--- src/rtl/driver_config_sequencer.sv ---
// rtl/driver_config_sequencer.sv - writes configuration words into daisy-chained LED driver control registers
module driver_config_sequencer #(
    parameter int                      CONFIG_WIDTH   = 48,
    parameter int                      NB_DRIVERS     = 2,
    parameter logic [CONFIG_WIDTH-1:0] DEFAULT_CONFIG = 48'h0000_0000_00FF,
    parameter bit                      AUTOLOAD       = 1'b1
) (
    input  logic                    clk,
    input  logic                    nrst,
    input  logic [CONFIG_WIDTH-1:0] config_in,
    input  logic                    new_config,
    input  logic                    bus_grant,
    output logic                    bus_req,
    output logic                    drv_sclk,
    output logic                    drv_lat,
    output logic                    drv_sin,
    output logic                    busy,
    output logic                    config_applied,
    output logic [CONFIG_WIDTH-1:0] applied_config
);

    localparam int TOTAL_BITS = NB_DRIVERS * CONFIG_WIDTH;
    localparam int FC_PULSES  = 15;
    localparam int LAT_BITS   = 5;
    localparam int CNT_MAX    = (TOTAL_BITS > FC_PULSES) ? TOTAL_BITS : FC_PULSES;
    // One spare count so the counter reaches TOTAL_BITS after the last bit without wrapping
    localparam int CNT_W      = $clog2(CNT_MAX + 1);

    localparam logic [CNT_W-1:0] FC_LAST   = CNT_W'(FC_PULSES - 1);
    localparam logic [CNT_W-1:0] LAST_BIT  = CNT_W'(TOTAL_BITS - 1);
    localparam logic [CNT_W-1:0] LAT_START = CNT_W'(TOTAL_BITS - LAT_BITS);

    typedef enum logic [2:0] {
        S_IDLE,
        S_REQ,
        S_FCWRTEN,
        S_GAP,
        S_WRITE,
        S_DONE
    } state_t;

    state_t                  state;
    state_t                  state_nxt;
    logic                    phase;
    logic [CNT_W-1:0]        cnt;
    logic [CONFIG_WIDTH-1:0] shift_word;
    logic [CONFIG_WIDTH-1:0] pending_word;
    logic                    pending;

    logic req_d;
    logic sclk_d;
    logic lat_d;
    logic sin_d;
    logic applied_d;

    assign busy = (state != S_IDLE);

    // State register
    always_ff @(posedge clk or negedge nrst) begin
        if (!nrst) begin
            state <= S_IDLE;
        end else begin
            state <= state_nxt;
        end
    end

    // Next state plus the bus levels to present on the following cycle
    always_comb begin
        state_nxt = state;
        req_d     = 1'b0;
        sclk_d    = 1'b0;
        lat_d     = 1'b0;
        sin_d     = 1'b0;
        applied_d = 1'b0;
        case (state)
            S_IDLE: begin
                if (pending) state_nxt = S_REQ;
            end
            S_REQ: begin
                req_d = 1'b1;
                if (bus_grant) state_nxt = S_FCWRTEN;
            end
            S_FCWRTEN: begin
                req_d  = 1'b1;
                lat_d  = 1'b1;
                sclk_d = phase;
                if (phase && cnt == FC_LAST) state_nxt = S_GAP;
            end
            S_GAP: begin
                req_d = 1'b1;
                if (phase) state_nxt = S_WRITE;
            end
            S_WRITE: begin
                req_d  = 1'b1;
                sclk_d = phase;
                sin_d  = shift_word[CONFIG_WIDTH-1];
                lat_d  = (cnt >= LAT_START);
                if (phase && cnt == LAST_BIT) state_nxt = S_DONE;
            end
            S_DONE: begin
                applied_d = 1'b1;
                state_nxt = S_IDLE;
            end
            default: state_nxt = S_IDLE;
        endcase
    end

    // Phase/bit counters and the word being shifted; rotating by one per bit
    // returns the word to its original value after NB_DRIVERS full passes
    always_ff @(posedge clk or negedge nrst) begin
        if (!nrst) begin
            phase      <= 1'b0;
            cnt        <= '0;
            shift_word <= DEFAULT_CONFIG;
        end else begin
            case (state)
                S_IDLE: begin
                    phase <= 1'b0;
                    cnt   <= '0;
                    if (pending) shift_word <= new_config ? config_in : pending_word;
                end
                S_FCWRTEN: begin
                    phase <= ~phase;
                    if (phase) cnt <= (cnt == FC_LAST) ? '0 : cnt + CNT_W'(1);
                end
                S_GAP: begin
                    phase <= ~phase;
                end
                S_WRITE: begin
                    phase <= ~phase;
                    if (phase) begin
                        cnt        <= cnt + CNT_W'(1);
                        shift_word <= {shift_word[CONFIG_WIDTH-2:0], shift_word[CONFIG_WIDTH-1]};
                    end
                end
                default: begin
                    phase <= 1'b0;
                    cnt   <= '0;
                end
            endcase
        end
    end

    // Single-entry update queue; the newest word always replaces an older pending one
    always_ff @(posedge clk or negedge nrst) begin
        if (!nrst) begin
            pending      <= AUTOLOAD;
            pending_word <= DEFAULT_CONFIG;
        end else begin
            if (new_config) pending_word <= config_in;
            if (state == S_IDLE && pending) begin
                pending <= 1'b0;
            end else if (new_config) begin
                pending <= 1'b1;
            end
        end
    end

    // Record the word once every driver has latched it
    always_ff @(posedge clk or negedge nrst) begin
        if (!nrst) begin
            applied_config <= DEFAULT_CONFIG;
        end else if (state == S_DONE) begin
            applied_config <= shift_word;
        end
    end

    // Registered bus outputs keep the driver lines glitch-free
    always_ff @(posedge clk or negedge nrst) begin
        if (!nrst) begin
            bus_req        <= 1'b0;
            drv_sclk       <= 1'b0;
            drv_lat        <= 1'b0;
            drv_sin        <= 1'b0;
            config_applied <= 1'b0;
        end else begin
            bus_req        <= req_d;
            drv_sclk       <= sclk_d;
            drv_lat        <= lat_d;
            drv_sin        <= sin_d;
            config_applied <= applied_d;
        end
    end

endmodule

--- config.mk ---
export PLATFORM = sky130hd
export DESIGN_NAME = driver_config_sequencer
export DESIGN_NICKNAME = d
export VERILOG_FILES = /design/src/rtl/driver_config_sequencer.sv
export SDC_FILE = /design/constraint.sdc
export NUM_CORES = 1
export LEC_CHECK = 0
export BUFFER_PORTS_ARGS = -buffer_cell sky130_fd_sc_hd__buf_2
export CELL_PAD_IN_SITES_DETAIL_PLACEMENT = 0
export CELL_PAD_IN_SITES_GLOBAL_PLACEMENT = 1
export CORE_MARGIN = 4
export CORE_UTILIZATION = 30
export CTS_BUF_LIST = sky130_fd_sc_hd__clkbuf_4 sky130_fd_sc_hd__clkbuf_8
export DETAILED_ROUTE_END_ITERATION = 6
export MAX_ROUTING_LAYER = met4
export PLACE_DENSITY_LB_ADDON = 0.12
export SLEW_MARGIN = 20
export SYNTH_ARGS = -nofsm -noshare
export SYNTH_HDL_FRONTEND = slang
export SYNTH_SLANG_ARGS = --single-unit
--- constraint.sdc ---
create_clock -name clk -period 2.3 [get_ports clk]
set_clock_uncertainty 0.2 [all_clocks]
set_input_delay 0.115 -clock clk [delete_from_list [all_inputs] [get_ports clk]]
set_output_delay 0.115 -clock clk [all_outputs]
set_load 0.005 [all_outputs]
## Word level (Yosys, flattened, before mapping)

Index checks and enable logic that the tools add are counted.
W data, S select, Z words.

- Order comparisons: 1
- Muxes and demuxes: 22
- Reduce and logical (&&, ||, !) cells: 13
- Add/sub/neg operators: 1
- Equality and inequality tests: 14
- Bitwise logic cells: 2

Operator list:

| operator | number |
|---|---|
| $mux W48 | 3 |
| $pmux W48 S2 | 1 |
| $mux W7 | 3 |
| $pmux W7 S3 | 1 |
| $mux W3 | 5 |
| $pmux W3 S5 | 1 |
| $ne A2 B2 Y1 const B | 7 |
| $add A7 B1 Y7 const B | 1 |
| $eq A7 B4 Y1 const B | 1 |
| $eq A7 B7 Y1 const B | 1 |
| $ge A7 B7 Y1 const B | 1 |
| $mux W1 | 7 |
| $eq A3 B2 Y1 const B | 2 |
| $eq A3 B3 Y1 const B | 2 |
| $reduce_and A3 Y1 | 2 |
| $reduce_and A5 Y1 | 1 |
| $reduce_bool A2 Y1 | 2 |
| $reduce_or A4 Y1 | 1 |
| $eq A3 B1 Y1 const B | 1 |
| $logic_and A1 B1 Y1 | 3 |
| $logic_not A3 Y1 | 1 |
| $reduce_bool A3 Y1 | 1 |
| $reduce_or A3 Y1 | 1 |
| $not A1 Y1 | 2 |
| other kinds (2) | 2 |

- Input port bits: 52
- Bits in registers: 161

## Depth between registers and ports, before layout

Gate-level depths: netlist of run 1.

- Depth after elaboration: 4
- Depth in mapped cells: 7

## Least setup slack after synthesis of run 1

No wires, ideal clock.

- Path type: register to register
- From: register state[2]
- To: register applied_config[40]
- Data arrival time: 1443 ps
- Setup time: 125 ps
- Setup slack: 532 ps
- Cell stages (with the launch flop): 7
- Cells stage by stage: dfrtp_1 buf_4 and2b_1 nand2_1 buf_4 buf_6 mux2_2

- Word-level cells in the longest chain between the ends: 1

RTL lines:

| item | RTL line | RTL |
|---|---|---|
| start, declared | 42 | `state_t state;` |
| start signal, assigned | 63 | `state <= state_nxt;` |
| $eq A3 B3 Y1 | 163 | `end else if (state == S_DONE) begin` |
| end signal, assigned | 164 | `applied_config <= shift_word;` |
| end, declared | 19 | `output logic [CONFIG_WIDTH-1:0] applied_config` |

Every way passes these cells.
A chain may end at the register's enable or synchronous reset.

## Worst setup path in the final report of run 1

- From: register state[2]
- To: register cnt[6]

- Word-level cells in the longest chain between the ends: 3

RTL lines:

| item | RTL line | RTL |
|---|---|---|
| $eq A3 B2 Y1 / $eq A3 B3 Y1 (equally long branches) | 116 | `case (state)` |
| $ne A2 B2 Y1 (no source line) / $not A1 Y1 (equally long branches) | -- |  |
| $reduce_and A3 Y1 (no source line) | -- |  |
| end signal, assigned | 124 | `if (phase) cnt <= (cnt == FC_LAST) ? '0 : cnt + CNT_W'(1);` |
| end signal, assigned | 132 | `cnt <= cnt + CNT_W'(1);` |
| end, declared | 45 | `logic [CNT_W-1:0] cnt;` |

Several ways; a longest one is shown, not always the timed one.

==> results_tabular.tex, run 1 <==
\begin{tabular}{lr}
\hline
Metric & Value \\
\hline
\multicolumn{2}{l}{\textbf{Status}} \\
Result of the run & finished clean \\
\multicolumn{2}{l}{\textbf{Power}} \\
Peak ir drop on the vdd network & 0.372 mV \\
Pwr per Cell Area & 1130 nW/µm² \\
Static power due to leakage & between 4 and 5 nW \\
\multicolumn{2}{l}{\textbf{Logic synthesis}} \\
Top post-synthesis cells by count & sky130\_fd\_sc\_hd\_\_dfrtp\_1, sky130\_fd\_sc\_hd\_\_mux2\_2, sky130\_fd\_sc\_hd\_\_a21oi\_1, sky130\_fd\_sc\_hd\_\_nor2\_1, sky130\_fd\_sc\_hd\_\_mux2i\_1 \\
Cells after Synth & 505 \\
Part of the Yosys area used for sequential elements & 0.605 \\
Synthesized Nets & 559 \\
YS warnings & 0 \\
Leading area contributor after synthesis & sky130\_fd\_sc\_hd\_\_dfrtp\_1 \\
Ys flop type & sky130\_fd\_sc\_hd\_\_dfrtp\_1 \\
Number of synthesized flops with an enable pin & 0 \\
Share of Yosys cell area claimed by the top area cell type & 0.507 \\
Top area cells in the synthesized netlist & sky130\_fd\_sc\_hd\_\_dfrtp\_1, sky130\_fd\_sc\_hd\_\_mux2\_2, sky130\_fd\_sc\_hd\_\_dfstp\_2, sky130\_fd\_sc\_hd\_\_mux2i\_1, sky130\_fd\_sc\_hd\_\_a21oi\_1 \\
Number of synthesized register bits & between 150 and 200 \\
Synthesized cell area & $\sim$6700 µm² \\
Cell with the most instances after synthesis & sky130\_fd\_sc\_hd\_\_dfrtp\_1 \\
Post-Synthesis Mean Instance Area & 13.3 µm² \\
Share of async-settable or async-resettable flops after synthesis & 1.00 \\
Netlist cell types & 38 \\
\multicolumn{2}{l}{\textbf{Cells and area}} \\
Finished layout cell area & 8500 µm² \\
Total number of nets in the final design & 717 \\
Area added between synthesis and finish & 26.6\% \\
Fraction of layout cells with a size suffix above 1 & 0.407 \\
Diodes inserted & 0 \\
\multicolumn{2}{l}{\textbf{Timing}} \\
Post-route setup TNS & 0 ps \\
Number of endpoints with negative hold slack in the final report & 0 \\
RSZ-0062 raised after global routing & no \\
Final critical-path share of the clock period & 0.892 \\
Max Fclk & 487 MHz \\
Max-slew headroom at the worst pin & 0.616 \\
Final setup fails & 0 \\
Minimum clock period & 2050 ps \\
Worst Max-Slew Pin Slew & about 570 ps \\
Final slew viol count & 0 \\
\multicolumn{2}{l}{\textbf{Floorplan}} \\
Die Outline Area & 24800 µm² \\
Placement row count & 54 \\
Width of the die & 158 µm \\
Die boundary height & 158 µm \\
Area of the core & 21900 µm² \\
I/O pins & 106 \\
Effective utilization at floorplan & 0.307 \\
\multicolumn{2}{l}{\textbf{Global route}} \\
Via count of the first global-routing pass & between 4k and 5k \\
Gr ovfl total & 0 \\
Largest net degree at the start of global routing & 63 \\
Antenna violations before repair & 0 \\
GR Util All Layers & 0.133 \\
First-pass GRT wire length & 24.9 mm \\
\multicolumn{2}{l}{\textbf{Detailed routing}} \\
Wire length per cell & 16.1 µm \\
Initial drt markers & 181 \\
Final antenna-violating net count & 0 \\
Detailed-route via count & roughly 4.3k \\
First-pass DRT Iterations & 4 \\
Routed Wire Length & 15.4 mm \\
Residual DRC & 0 \\
Vias per std cell & 4.52 \\
\multicolumn{2}{l}{\textbf{Setup path}} \\
Critical R2R Launch & state[2] \\
Endpoint of the worst setup timing path & cnt[6] \\
Reg2reg path depth & 4 \\
Crit start category & flip-flop \\
Max FO, Critical Path & 13 \\
Startpoint-to-endpoint class of the critical path & flip-flop to flip-flop \\
Flop-to-flop setup slack & 250 ps \\
Critical path arrival & 2220 ps \\
Endpoint class of the critical path & flip-flop \\
Critical path origin & state[2] \\
Worst reg2reg endpoint & cnt[6] \\
CP required & approximately 2500 ps \\
\multicolumn{2}{l}{\textbf{Clocking}} \\
TritonCTS Sinks & 161 \\
Total clock buffers created by CTS & 17 \\
Clock buffer depth & 2 \\
Clock-pin slew of the registers on the worst-case setup and hold paths & 90 ps \\
Count of H-tree levels built during CTS & 4 \\
Latest clock arrival within the worst-skew pair & around 450 ps \\
Root buffer cell & sky130\_fd\_sc\_hd\_\_clkbuf\_8 \\
CTS tree & yes \\
\multicolumn{2}{l}{\textbf{Placed design}} \\
Area after detailed placement & 7590 µm² \\
Number of port buffers & 105 \\
Routability congestion estimate & 0.807 \\
DPL Wire Length & around 10 mm \\
\multicolumn{2}{l}{\textbf{Flow run}} \\
Max-cap check violation count & 0 \\
\multicolumn{2}{l}{\textbf{Min path}} \\
Worst Hold Class & input port to flip-flop \\
\hline
\end{tabular}
-- placed cells by master (no fill, tap or decap), types with 4 or more instances in the layout --
cell	instances
sky130_fd_sc_hd__nand2_1	8
sky130_fd_sc_hd__nor2_1	56
sky130_fd_sc_hd__clkbuf_8	17
sky130_fd_sc_hd__buf_12	9
sky130_fd_sc_hd__buf_4	6
sky130_fd_sc_hd__mux2_2	94
sky130_fd_sc_hd__buf_2	104
sky130_fd_sc_hd__nand3_1	4
sky130_fd_sc_hd__a21oi_1	57
sky130_fd_sc_hd__o31ai_1	4
sky130_fd_sc_hd__dfrtp_1	136
sky130_fd_sc_hd__dfstp_2	25
sky130_fd_sc_hd__mux2i_1	49
sky130_fd_sc_hd__clkinvlp_4	7
sky130_fd_sc_hd__dlygate4sd3_1	51
-- layer usage --
layer,track usage,part of all wire
met1,0.177,0.49
met2,0.204,0.46
met3,0.0341,0.040
met4,0.0332,0.0096
met5,-,0
-- sequential cells by signal, indices dropped and copies added (netlist names) --
signal / count
cnt: 7
drv_sin: 1
phase: 1
applied_config: 48
pending_word: 48
state: 3
drv_lat: 1
config_applied: 1
bus_req: 1
drv_sclk: 1
shift_word: 48
pending: 1
-- area by class of cell --
class	instances	area, µm²
Sequential cell	161	4060
Clock buffer	17	234
Fill cell	2141	13400
Timing Repair Buffer	171	1270
Multi-Input combinational cell	309	2440
Clock inverter	15	136
Inverter	3	11.3
Tap cell	280	350
-- kinds of logic (layout without fill, tap and decap cells) --
kind of cell,after synthesis,in the layout,synth area share
AND/OR/NAND/NOR,84,84,0.0558
buffers and inverters,35,206,0.0339
AO/OA/AOI/OAI,74,74,0.0621
adder cells (fa/ha/maj),2,2,0.00373
multiplexers,145,145,0.234
XOR/XNOR,4,4,0.00522
flip-flops,161,161,0.605
-- how the worst min path moves through the flow --
| stage | start | endpoint | slack (ps) | cells past startpoint |
|---|---|---|---|---|
| after global placement | nrst | shift_word[25] | -110 | 1 |
| after detailed placement | nrst | shift_word[25] | -110 | 1 |
| after floorplan | nrst | applied_config[10] | -380 | 0 |
| final | new_config | pending_word[16] | 70 | 2 |
| after global routing | new_config | pending_word[16] | 60 | 2 |
| after CTS | new_config | pending_word[16] | 30 | 2 |
-- metrics by stage --
step	std cells	hold WS (ps)	util	total power [mW]	worst slack, ps
2_1_floorplan	505	-381	-	6.54	532
3_3_place_gp	872	-110	0.347	7.60	277
3_5_place_dp	872	-107	0.347	7.68	262
4_1_cts	956	32.5	0.388	9.80	233
5_1_grt	956	58.1	0.388	10.3	15.7
6_report	956	65.7	0.388	9.60	248
-- power breakdown --
group | switching (mW) | total, mW | internal [mW]
clock | 1.12 | 1.98 | 0.862
combinational | 1.48 | 2.98 | 1.50
sequential | 0.681 | 4.64 | 3.96
total | 3.28 | 9.60 | 6.32
-- critical path: stages (launching register included) --
cell                      delay [ps]
sky130_fd_sc_hd__dfrtp_1         510
sky130_fd_sc_hd__or3b_4          430
sky130_fd_sc_hd__o22ai_2         150
sky130_fd_sc_hd__or4_1           520
sky130_fd_sc_hd__a21oi_1         170
-- timing repair --
action	in CTS	in global routing
gates resized for setup	0	0
hold buffers	52	0
endpoints found under the hold margin	243	0
buffers inserted	0	0
setup endpoints to repair	0	0
(Power assumes the default switching activity.)
==> inputs of run 2 (changes only) <==
--- a/config.mk
+++ b/config.mk
@@ -5,6 +5,7 @@
 export SDC_FILE = /design/constraint.sdc
 export NUM_CORES = 1
 export LEC_CHECK = 0
+export ABC_AREA = 1
 export BUFFER_PORTS_ARGS = -buffer_cell sky130_fd_sc_hd__buf_2
 export CELL_PAD_IN_SITES_DETAIL_PLACEMENT = 0
 export CELL_PAD_IN_SITES_GLOBAL_PLACEMENT = 1
@@ -14,7 +15,7 @@
 export DETAILED_ROUTE_END_ITERATION = 6
 export MAX_ROUTING_LAYER = met4
 export PLACE_DENSITY_LB_ADDON = 0.12
-export SLEW_MARGIN = 20
+export SLEW_MARGIN = 10
 export SYNTH_ARGS = -nofsm -noshare
 export SYNTH_HDL_FRONTEND = slang
 export SYNTH_SLANG_ARGS = --single-unit
==> results_tabular.tex, run 2 <==
\begin{tabular}{lr}
\hline
Metric & Value \\
\hline
\multicolumn{2}{l}{\textbf{Power}} \\
Internal power & 3.98 mW (-37\%) \\
Peak ir drop on the vdd network & 0.301 mV (-19\%) \\
Logic pwr share & 0.057 (-0.253) \\
Switching fraction of total power & 0.248 (-0.0934) \\
Power share of the clock group & 0.389 (+0.183) \\
Switching component of the power & 1.31 mW (-60\%) \\
Pwr per Cell Area & 624 nW/µm² (-45\%) \\
Static power due to leakage & 4.27 nW (+4.6\%) \\
Proportion of power drawn by flip-flops and latches & 0.554 (+0.071) \\
Overall power consumption & 5.30 mW (-45\%) \\
\multicolumn{2}{l}{\textbf{Setup path}} \\
Cell family contributing the most delay on the critical path & flip-flops \\
Endpoint class of the critical path & flip-flop \\
Startpoint-to-endpoint class of the critical path & flip-flop to flip-flop \\
Critical path arrival & 2080 ps (-140 ps) \\
Critical path, cell by cell & nor2\_4, nand2\_4, o21ai\_4, buf\_4, o211ai\_1, o21ai\_0 \\
Crit start category & flip-flop \\
Max FO, Critical Path & 40 (+27) \\
Buffers \& Inverters on Critical Path & 1 (+1) \\
Slowest Stage Delay on Critical Path & 470 ps (-50 ps) \\
Critical Path Slowest Stage Cell & sky130\_fd\_sc\_hd\_\_dfrtp\_1 \\
CP required & 2470 ps (about the same) \\
\multicolumn{2}{l}{\textbf{Timing}} \\
Final setup fails & 0 (unchanged) \\
Max Fclk & 525 MHz (+7.7\%) \\
Number of endpoints with negative hold slack in the final report & 0 (unchanged) \\
Worst Max-Slew Pin Slew & 501 ps (-72.7 ps) \\
Minimum clock period & 1910 ps (-147 ps) \\
Final critical-path share of the clock period & 0.828 (-0.0640) \\
RSZ-0062 raised after global routing & no \\
Max-slew headroom at the worst pin & 0.666 (+0.0498) \\
Post-route setup TNS & 0 ps (unchanged) \\
Final slew viol count & 0 (unchanged) \\
\multicolumn{2}{l}{\textbf{Min path}} \\
Worst Hold Class & input port to flip-flop \\
\multicolumn{2}{l}{\textbf{Clocking}} \\
Latest clock arrival within the worst-skew pair & 450 ps (about the same) \\
Root buffer cell & sky130\_fd\_sc\_hd\_\_clkbuf\_8 \\
Buffers inserted by post-CTS timing repair & 0 (unchanged) \\
Clock-pin slew of the registers on the worst-case setup and hold paths & 90 ps (about the same) \\
Cts repair resizes & 0 (unchanged) \\
TritonCTS Sinks & 161 (unchanged) \\
Total clock buffers created by CTS & 17 (unchanged) \\
CTS tree & yes \\
Cts hold-fix bufs & 51 (-1.9\%) \\
Clock buffer depth & 2 (unchanged) \\
Count of H-tree levels built during CTS & 4 (unchanged) \\
\multicolumn{2}{l}{\textbf{Cells and area}} \\
Total number of nets in the final design & 942 (+31\%) \\
Post-Layout Cell Count & 1181 (+24\%) \\
Register area & 4060 µm² (unchanged) \\
Finished layout cell area & 8480 µm² (-0.18\%) \\
Fill cell count & 2263 (+5.7\%) \\
Leading cell types in the layout, fill and taps excluded & sky130\_fd\_sc\_hd\_\_nand2\_1, sky130\_fd\_sc\_hd\_\_dfrtp\_1, sky130\_fd\_sc\_hd\_\_o21ai\_0 \\
Area added between synthesis and finish & 24.4\% \\
Area of combinational cells with multiple inputs & 2070 µm² (-15\%) \\
Fraction of layout cells with a size suffix above 1 & 0.200 (-0.207) \\
Diodes inserted & 0 (unchanged) \\
Core occupancy in the finished layout & 0.384 (-0.00424) \\
Regs by FF count & applied\_config x48, pending\_word x48, shift\_word x48 \\
Most common cell after layout, fill and taps aside & sky130\_fd\_sc\_hd\_\_nand2\_1 \\
\multicolumn{2}{l}{\textbf{Placed design}} \\
Routability congestion estimate & 0.816 (+1.1\%) \\
Placed insts & 1098 (+26\%) \\
DPL Wire Length & 10.2 mm (+1.3\%) \\
Number of port buffers & 105 (unchanged) \\
Area after detailed placement & 7580 µm² (-0.18\%) \\
\multicolumn{2}{l}{\textbf{Global route}} \\
First-pass GRT wire length & 27.8 mm (+12\%) \\
Antenna violations before repair & 0 (unchanged) \\
Via count of the first global-routing pass & 5434 (+18\%) \\
Gr ovfl total & 0 (unchanged) \\
GRT met2 Usage & 0.208 (+0.00429) \\
Met1 Track Usage GR & 0.188 (+0.0111) \\
GR Util All Layers & 0.137 (+0.00470) \\
Largest net degree at the start of global routing & 98 (+56\%) \\
Grt met3 use & 0.0275 (-0.00662) \\
Most heavily used metal layer in global routing & met2 \\
\multicolumn{2}{l}{\textbf{Logic synthesis}} \\
Cell with the most instances after synthesis & sky130\_fd\_sc\_hd\_\_nand2\_1 \\
Number of synthesized flops with an enable pin & 0 (unchanged) \\
XOR/XNOR share of the synthesized area & 0.00257 (-0.00265) \\
Top post-synthesis cells by count & sky130\_fd\_sc\_hd\_\_nand2\_1, sky130\_fd\_sc\_hd\_\_dfrtp\_1, sky130\_fd\_sc\_hd\_\_o21ai\_0, sky130\_fd\_sc\_hd\_\_inv\_1, sky130\_fd\_sc\_hd\_\_o211ai\_1 \\
Number of synthesized register bits & 161 (unchanged) \\
Part of the Yosys area used for sequential elements & 0.596 (-0.00933) \\
Fraction of the mapped netlist area in adder cells & 0.00367 (-0.0000575) \\
Netlist cell types & 25 (-34\%) \\
Share of Yosys cell area claimed by the top area cell type & 0.499 (-0.00782) \\
Top area cells in the synthesized netlist & sky130\_fd\_sc\_hd\_\_dfrtp\_1, sky130\_fd\_sc\_hd\_\_nand2\_1, sky130\_fd\_sc\_hd\_\_dfstp\_2, sky130\_fd\_sc\_hd\_\_o21ai\_0, sky130\_fd\_sc\_hd\_\_inv\_1 \\
Mux cell area share after synthesis & 0 (-0.234) \\
Combinational family with the most area after synthesis & compound AO/OA/AOI/OAI gates \\
Post-Synthesis Mean Instance Area & 9.16 µm² (-31\%) \\
Share of async-settable or async-resettable flops after synthesis & 1.00 (unchanged) \\
Compound-Gate Fraction of Synth Area & 0.171 (+0.108) \\
Synthesized Nets & 798 (+43\%) \\
Ys flop type & sky130\_fd\_sc\_hd\_\_dfrtp\_1 \\
Cells after Synth & 744 (+47\%) \\
Leading area contributor after synthesis & sky130\_fd\_sc\_hd\_\_dfrtp\_1 \\
YS warnings & 0 (unchanged) \\
Synthesized cell area & 6820 µm² (+1.6\%) \\
Simple-gate portion of the synthesized area & 0.127 (+0.0709) \\
\multicolumn{2}{l}{\textbf{Floorplan}} \\
Area of the core & 22100 µm² (+0.93\%) \\
Effective utilization at floorplan & 0.308 (+0.00194) \\
Die Outline Area & 25200 µm² (+1.5\%) \\
I/O pins & 106 (unchanged) \\
Die boundary height & 159 µm (+0.74\%) \\
Width of the die & 159 µm (+0.74\%) \\
Placement row count & 54 (unchanged) \\
\multicolumn{2}{l}{\textbf{Flow run}} \\
Max-cap check violation count & 0 (unchanged) \\
\multicolumn{2}{l}{\textbf{Detailed routing}} \\
Vias per std cell & 4.48 (-0.74\%) \\
Final antenna-violating net count & 0 (unchanged) \\
Residual DRC & 0 (unchanged) \\
Initial drt markers & 324 (+79\%) \\
Detailed-route via count & 5296 (+23\%) \\
Routed Wire Length & 16.1 mm (+4.3\%) \\
Wire length per cell & 13.6 µm (-16\%) \\
First-pass DRT Iterations & 6 (+2) \\
\multicolumn{2}{l}{\textbf{Status}} \\
Result of the run & finished clean \\
\hline
\end{tabular}
==> run 2: changes by cell type after synthesis, sizes merged, moves of 49 or more <==
cell / delta
inv: +112
mux2: -96
mux2i: -49
nand2: +171
o21ai: +153
a21oi: -54
==> run 2: metrics by stage <==
step / setup slack, ps / hold slack [ps]
after floorplan: 724 / -381
after global placement: 437 / -86.9
after detailed placement: 396 / -91.5
after CTS: 380 / 10.3
after global routing: 229 / 68.0
final: 395 / 26.5
==> run 2: kinds of logic (layout without fill, tap and decap cells) <==
logic type,count (synthesis),after routing
adder cells (fa/ha/maj),2,2
flip-flops,161,161
XOR/XNOR,2,2
AO/OA/AOI/OAI,206,206
buffers and inverters,156,313
AND/OR/NAND/NOR,217,217
==> run 2: worst min-delay path: stages <==
cell and delay, ps:
sky130_fd_sc_hd__buf_2 110, sky130_fd_sc_hd__buf_12 230, sky130_fd_sc_hd__nand2_1 90, sky130_fd_sc_hd__o21ai_0 100
==> run 2: power by group through the flow <==
stage	logic [mW]	clock network, mW	registers (mW)
final	0.304	2.06	2.93
after global routing	0.360	2.27	2.94
after CTS	0.316	2.14	2.93
after detailed placement	0.248	0	2.99
after global placement	0.243	0	2.99
after floorplan	0.0989	0	2.98
==> run 2: cell type report <==
class / count / share of cell area
sequential: 161 / 0.479
multi-input combinational: 427 / 0.244
timing repair buffer: 166 / 0.139
inverter: 115 / 0.0510
tap: 280 / 0.0413
clock buffer: 19 / 0.0308
clock inverter: 13 / 0.0150
==> run 2: worst paths after layout <==
| check | to | slack [ps] | cells after the start | start |
|---|---|---|---|---|
| min in group asynchronous | shift_word[19] | 520 | 3 | nrst |
| worst max register to register | shift_word[2] | 390 | 6 | state[0] |
| worst min-delay path | pending_word[5] | 30 | 4 | new_config |
| worst min register to register | phase | 260 | 1 | phase |
| worst max-delay path | shift_word[2] | 390 | 6 | state[0] |
| max in group asynchronous | pending | 560 | 4 | nrst |
==> run 2: layer usage <==
| layer | part of all wire | wire (µm) |
|---|---|---|
| met2 | 0.45 | 7210 |
| met5 | 0 | 0 |
| met3 | 0.044 | 705 |
| met4 | 0.012 | 195 |
| met1 | 0.49 | 7940 |
==> inputs of run 3 (changes only) <==
--- a/config.mk
+++ b/config.mk
@@ -5,7 +5,7 @@
 export SDC_FILE = /design/constraint.sdc
 export NUM_CORES = 1
 export LEC_CHECK = 0
-export ABC_AREA = 1
+export ABC_AREA = 0
 export BUFFER_PORTS_ARGS = -buffer_cell sky130_fd_sc_hd__buf_2
 export CELL_PAD_IN_SITES_DETAIL_PLACEMENT = 0
 export CELL_PAD_IN_SITES_GLOBAL_PLACEMENT = 1
==> constraint.sdc (replaced) <==
create_clock -name clk -period 1.9 [get_ports clk]
set_clock_uncertainty 0.2 [all_clocks]
set_input_delay 0.095 -clock clk [delete_from_list [all_inputs] [get_ports clk]]
set_output_delay 0.095 -clock clk [all_outputs]
set_load 0.005 [all_outputs]
==> results_tabular.tex, run 3 (synthesis results as in run 1) <==
\begin{tabular}{lr}
\hline
Metric & Value \\
\hline
\multicolumn{2}{l}{\textbf{Min path}} \\
Worst Hold Class & input port to flip-flop \\
Cell depth of the worst min-delay path & 3 (-1) \\
\multicolumn{2}{l}{\textbf{Power}} \\
Pwr per Cell Area & 1380 nW/µm² (+120\%) \\
Peak ir drop on the vdd network & 0.543 mV (+80\%) \\
Static power due to leakage & 4.19 nW (-1.9\%) \\
\multicolumn{2}{l}{\textbf{Clocking}} \\
Clock-pin slew of the registers on the worst-case setup and hold paths & 90 ps (about the same) \\
Count of H-tree levels built during CTS & 4 (unchanged) \\
Total clock buffers created by CTS & 17 (unchanged) \\
CTS tree & yes \\
TritonCTS Sinks & 161 (unchanged) \\
Latest clock arrival within the worst-skew pair & 450 ps (about the same) \\
Root buffer cell & sky130\_fd\_sc\_hd\_\_clkbuf\_8 \\
Clock buffer depth & 2 (unchanged) \\
Buffers inserted by post-CTS timing repair & 0 (unchanged) \\
\multicolumn{2}{l}{\textbf{Cells and area}} \\
Post-Layout Cell Count & 970 (-18\%) \\
Leading cell types in the layout, fill and taps excluded & sky130\_fd\_sc\_hd\_\_dfrtp\_1, sky130\_fd\_sc\_hd\_\_buf\_2, sky130\_fd\_sc\_hd\_\_mux2\_2 \\
Total number of nets in the final design & 731 (-22\%) \\
Core occupancy in the finished layout & 0.396 (+0.0121) \\
Fraction of layout cells with a size suffix above 1 & 0.428 (+0.228) \\
Area of combinational cells with multiple inputs & 2460 µm² (+19\%) \\
Regs by FF count & applied\_config x48, pending\_word x48, shift\_word x48 \\
Most common cell after layout, fill and taps aside & sky130\_fd\_sc\_hd\_\_dfrtp\_1 \\
Finished layout cell area & 8670 µm² (+2.2\%) \\
Diodes inserted & 0 (unchanged) \\
Area added between synthesis and finish & 29.2\% \\
Register area & 4060 µm² (about the same) \\
Fill cell count & 2144 (-5.3\%) \\
\multicolumn{2}{l}{\textbf{Detailed routing}} \\
First-pass DRT Iterations & 6 (unchanged) \\
Wire length per cell & 15.5 µm (+14\%) \\
Routed Wire Length & 15.0 mm (-6.3\%) \\
Vias per std cell & 4.57 (+1.9\%) \\
Final antenna-violating net count & 0 (unchanged) \\
Residual DRC & 0 (unchanged) \\
Detailed-route via count & 4431 (-16\%) \\
Initial drt markers & 198 (-39\%) \\
\multicolumn{2}{l}{\textbf{Floorplan}} \\
Placement row count & 54 (unchanged) \\
Die Outline Area & 24800 µm² (-1.5\%) \\
Effective utilization at floorplan & 0.307 (-0.00194) \\
Die boundary height & 158 µm (-0.74\%) \\
I/O pins & 106 (unchanged) \\
Area of the core & 21900 µm² (-0.92\%) \\
Width of the die & 158 µm (-0.74\%) \\
\multicolumn{2}{l}{\textbf{Setup path}} \\
Critical Path Slowest Stage Cell & sky130\_fd\_sc\_hd\_\_dfrtp\_2 \\
Startpoint-to-endpoint class of the critical path & flip-flop to flip-flop \\
Buffers \& Inverters on Critical Path & 0 (-1) \\
Critical path, cell by cell & and2b\_2, o22ai\_2, or4\_1, a21oi\_1 \\
Max FO, Critical Path & 10 (-75\%) \\
CP required & 2070 ps (-400 ps) \\
Reg2reg path depth & 4 (-2) \\
Critical path arrival & 1970 ps (-110 ps) \\
Logic depth of the worst setup path including buffers & 4 (-2) \\
Slowest Stage Delay on Critical Path & 500 ps (+30 ps) \\
Cell family contributing the most delay on the critical path & simple AND/OR/NAND/NOR gates \\
Crit start category & flip-flop \\
Endpoint class of the critical path & flip-flop \\
\multicolumn{2}{l}{\textbf{Placed design}} \\
Pre-CTS setup slack & 99.5 ps (-297 ps) \\
DPL Wire Length & 9.79 mm (-4.3\%) \\
Placed insts & 886 (-19\%) \\
Area after detailed placement & 7720 µm² (+1.9\%) \\
Number of port buffers & 105 (unchanged) \\
Routability congestion estimate & 0.722 (-12\%) \\
\multicolumn{2}{l}{\textbf{Timing}} \\
Number of endpoints with negative hold slack in the final report & 0 (unchanged) \\
Minimum setup slack in the final design & 96.2 ps (-299 ps) \\
Worst Max-Slew Pin Slew & 485 ps (-16.1 ps) \\
Final critical-path share of the clock period & 0.949 (+0.121) \\
Minimum clock period & 1800 ps (-101 ps) \\
Max-slew headroom at the worst pin & 0.677 (+0.0107) \\
Max Fclk & 554 MHz (+5.6\%) \\
Final setup fails & 0 (unchanged) \\
Final slew viol count & 0 (unchanged) \\
\multicolumn{2}{l}{\textbf{Flow run}} \\
Max-cap check violation count & 0 (unchanged) \\
\multicolumn{2}{l}{\textbf{Global route}} \\
Largest net degree at the start of global routing & 50 (-49\%) \\
Via count of the first global-routing pass & 4486 (-17\%) \\
First-pass GRT wire length & 24.1 mm (-13\%) \\
Antenna violations before repair & 0 (unchanged) \\
GR Util All Layers & 0.128 (-0.00945) \\
Gr ovfl total & 0 (unchanged) \\
\multicolumn{2}{l}{\textbf{Status}} \\
Result of the run & finished clean \\
\hline
\end{tabular}
run 3: cell types whose count changed in the layout (fill, tap and decap cells not counted), moves of 38 or more:
cell | before | now
sky130_fd_sc_hd__inv_1 | 112 | 3
sky130_fd_sc_hd__mux2_2 | 0 | 94
sky130_fd_sc_hd__mux2i_1 | 0 | 49
sky130_fd_sc_hd__o21ai_0 | 121 | 2
sky130_fd_sc_hd__nand2_1 | 178 | 8
sky130_fd_sc_hd__a21oi_1 | 3 | 56
sky130_fd_sc_hd__o211ai_1 | 47 | 1
sky130_fd_sc_hd__nor2_1 | 18 | 56
run 3: worst min-delay path, stage by stage:
cell and delay (ps):
sky130_fd_sc_hd__dlygate4sd3_1 520, sky130_fd_sc_hd__buf_2 100, sky130_fd_sc_hd__mux2_2 140
run 3: final timing paths:
path                                   from               end  slack, ps
setup reg to reg                   state[0]            cnt[6]        100
max in group asynchronous              nrst   pending_word[0]        360
hold / removal                config_in[43]  pending_word[43]        230
setup / recovery                   state[0]            cnt[6]        100
min in group asynchronous              nrst  pending_word[25]        480
hold reg to reg            pending_word[35]  pending_word[35]        300
run 3: per-layer routing:
layer / GRT usage / share of wire
met5: - / 0
met4: 0.0332 / 0.0053
met3: 0.0410 / 0.058
met2: 0.190 / 0.46
met1: 0.170 / 0.48
run 3: power breakdown:
group | leakage [nW] | total (mW) | internal, mW | switching, mW
Combinational | 2.10 | 3.85 | 1.99 | 1.86
Clock | 0.192 | 2.48 | 1.18 | 1.30
Sequential | 1.90 | 5.59 | 4.80 | 0.792
Total | 4.19 | 11.9 | 7.97 | 3.95
run 3: metrics by stage:
step | total power [mW] | setup TNS, ps | hold WS (ps)
2_1_floorplan | 7.92 | 0 | -401
3_3_place_gp | 9.39 | 0 | -131
3_5_place_dp | 9.47 | 0 | -132
4_1_cts | 12.1 | 0 | 194
5_1_grt | 12.8 | -3.35 | 213
6_report | 11.9 | 0 | 230
run 3: repair_timing:
| item | 4_1_cts | 5_1_grt |
|---|---|---|
| gates resized for setup | 1 | 8 |
| hold endpoints to repair | 236 | 0 |
| endpoints found under the setup margin | 1 | 57 |
| pin swaps | 0 | 0 |
| hold buffers | 52 | 0 |
run 3: area by class of cell:
class                      count  share of cell area
tap                          280              0.0404
clock buffer                  21              0.0333
multi-input combinational    309               0.284
clock inverter                11              0.0117
sequential                   161               0.469
inverter                       3             0.00130
timing repair buffer         185               0.160
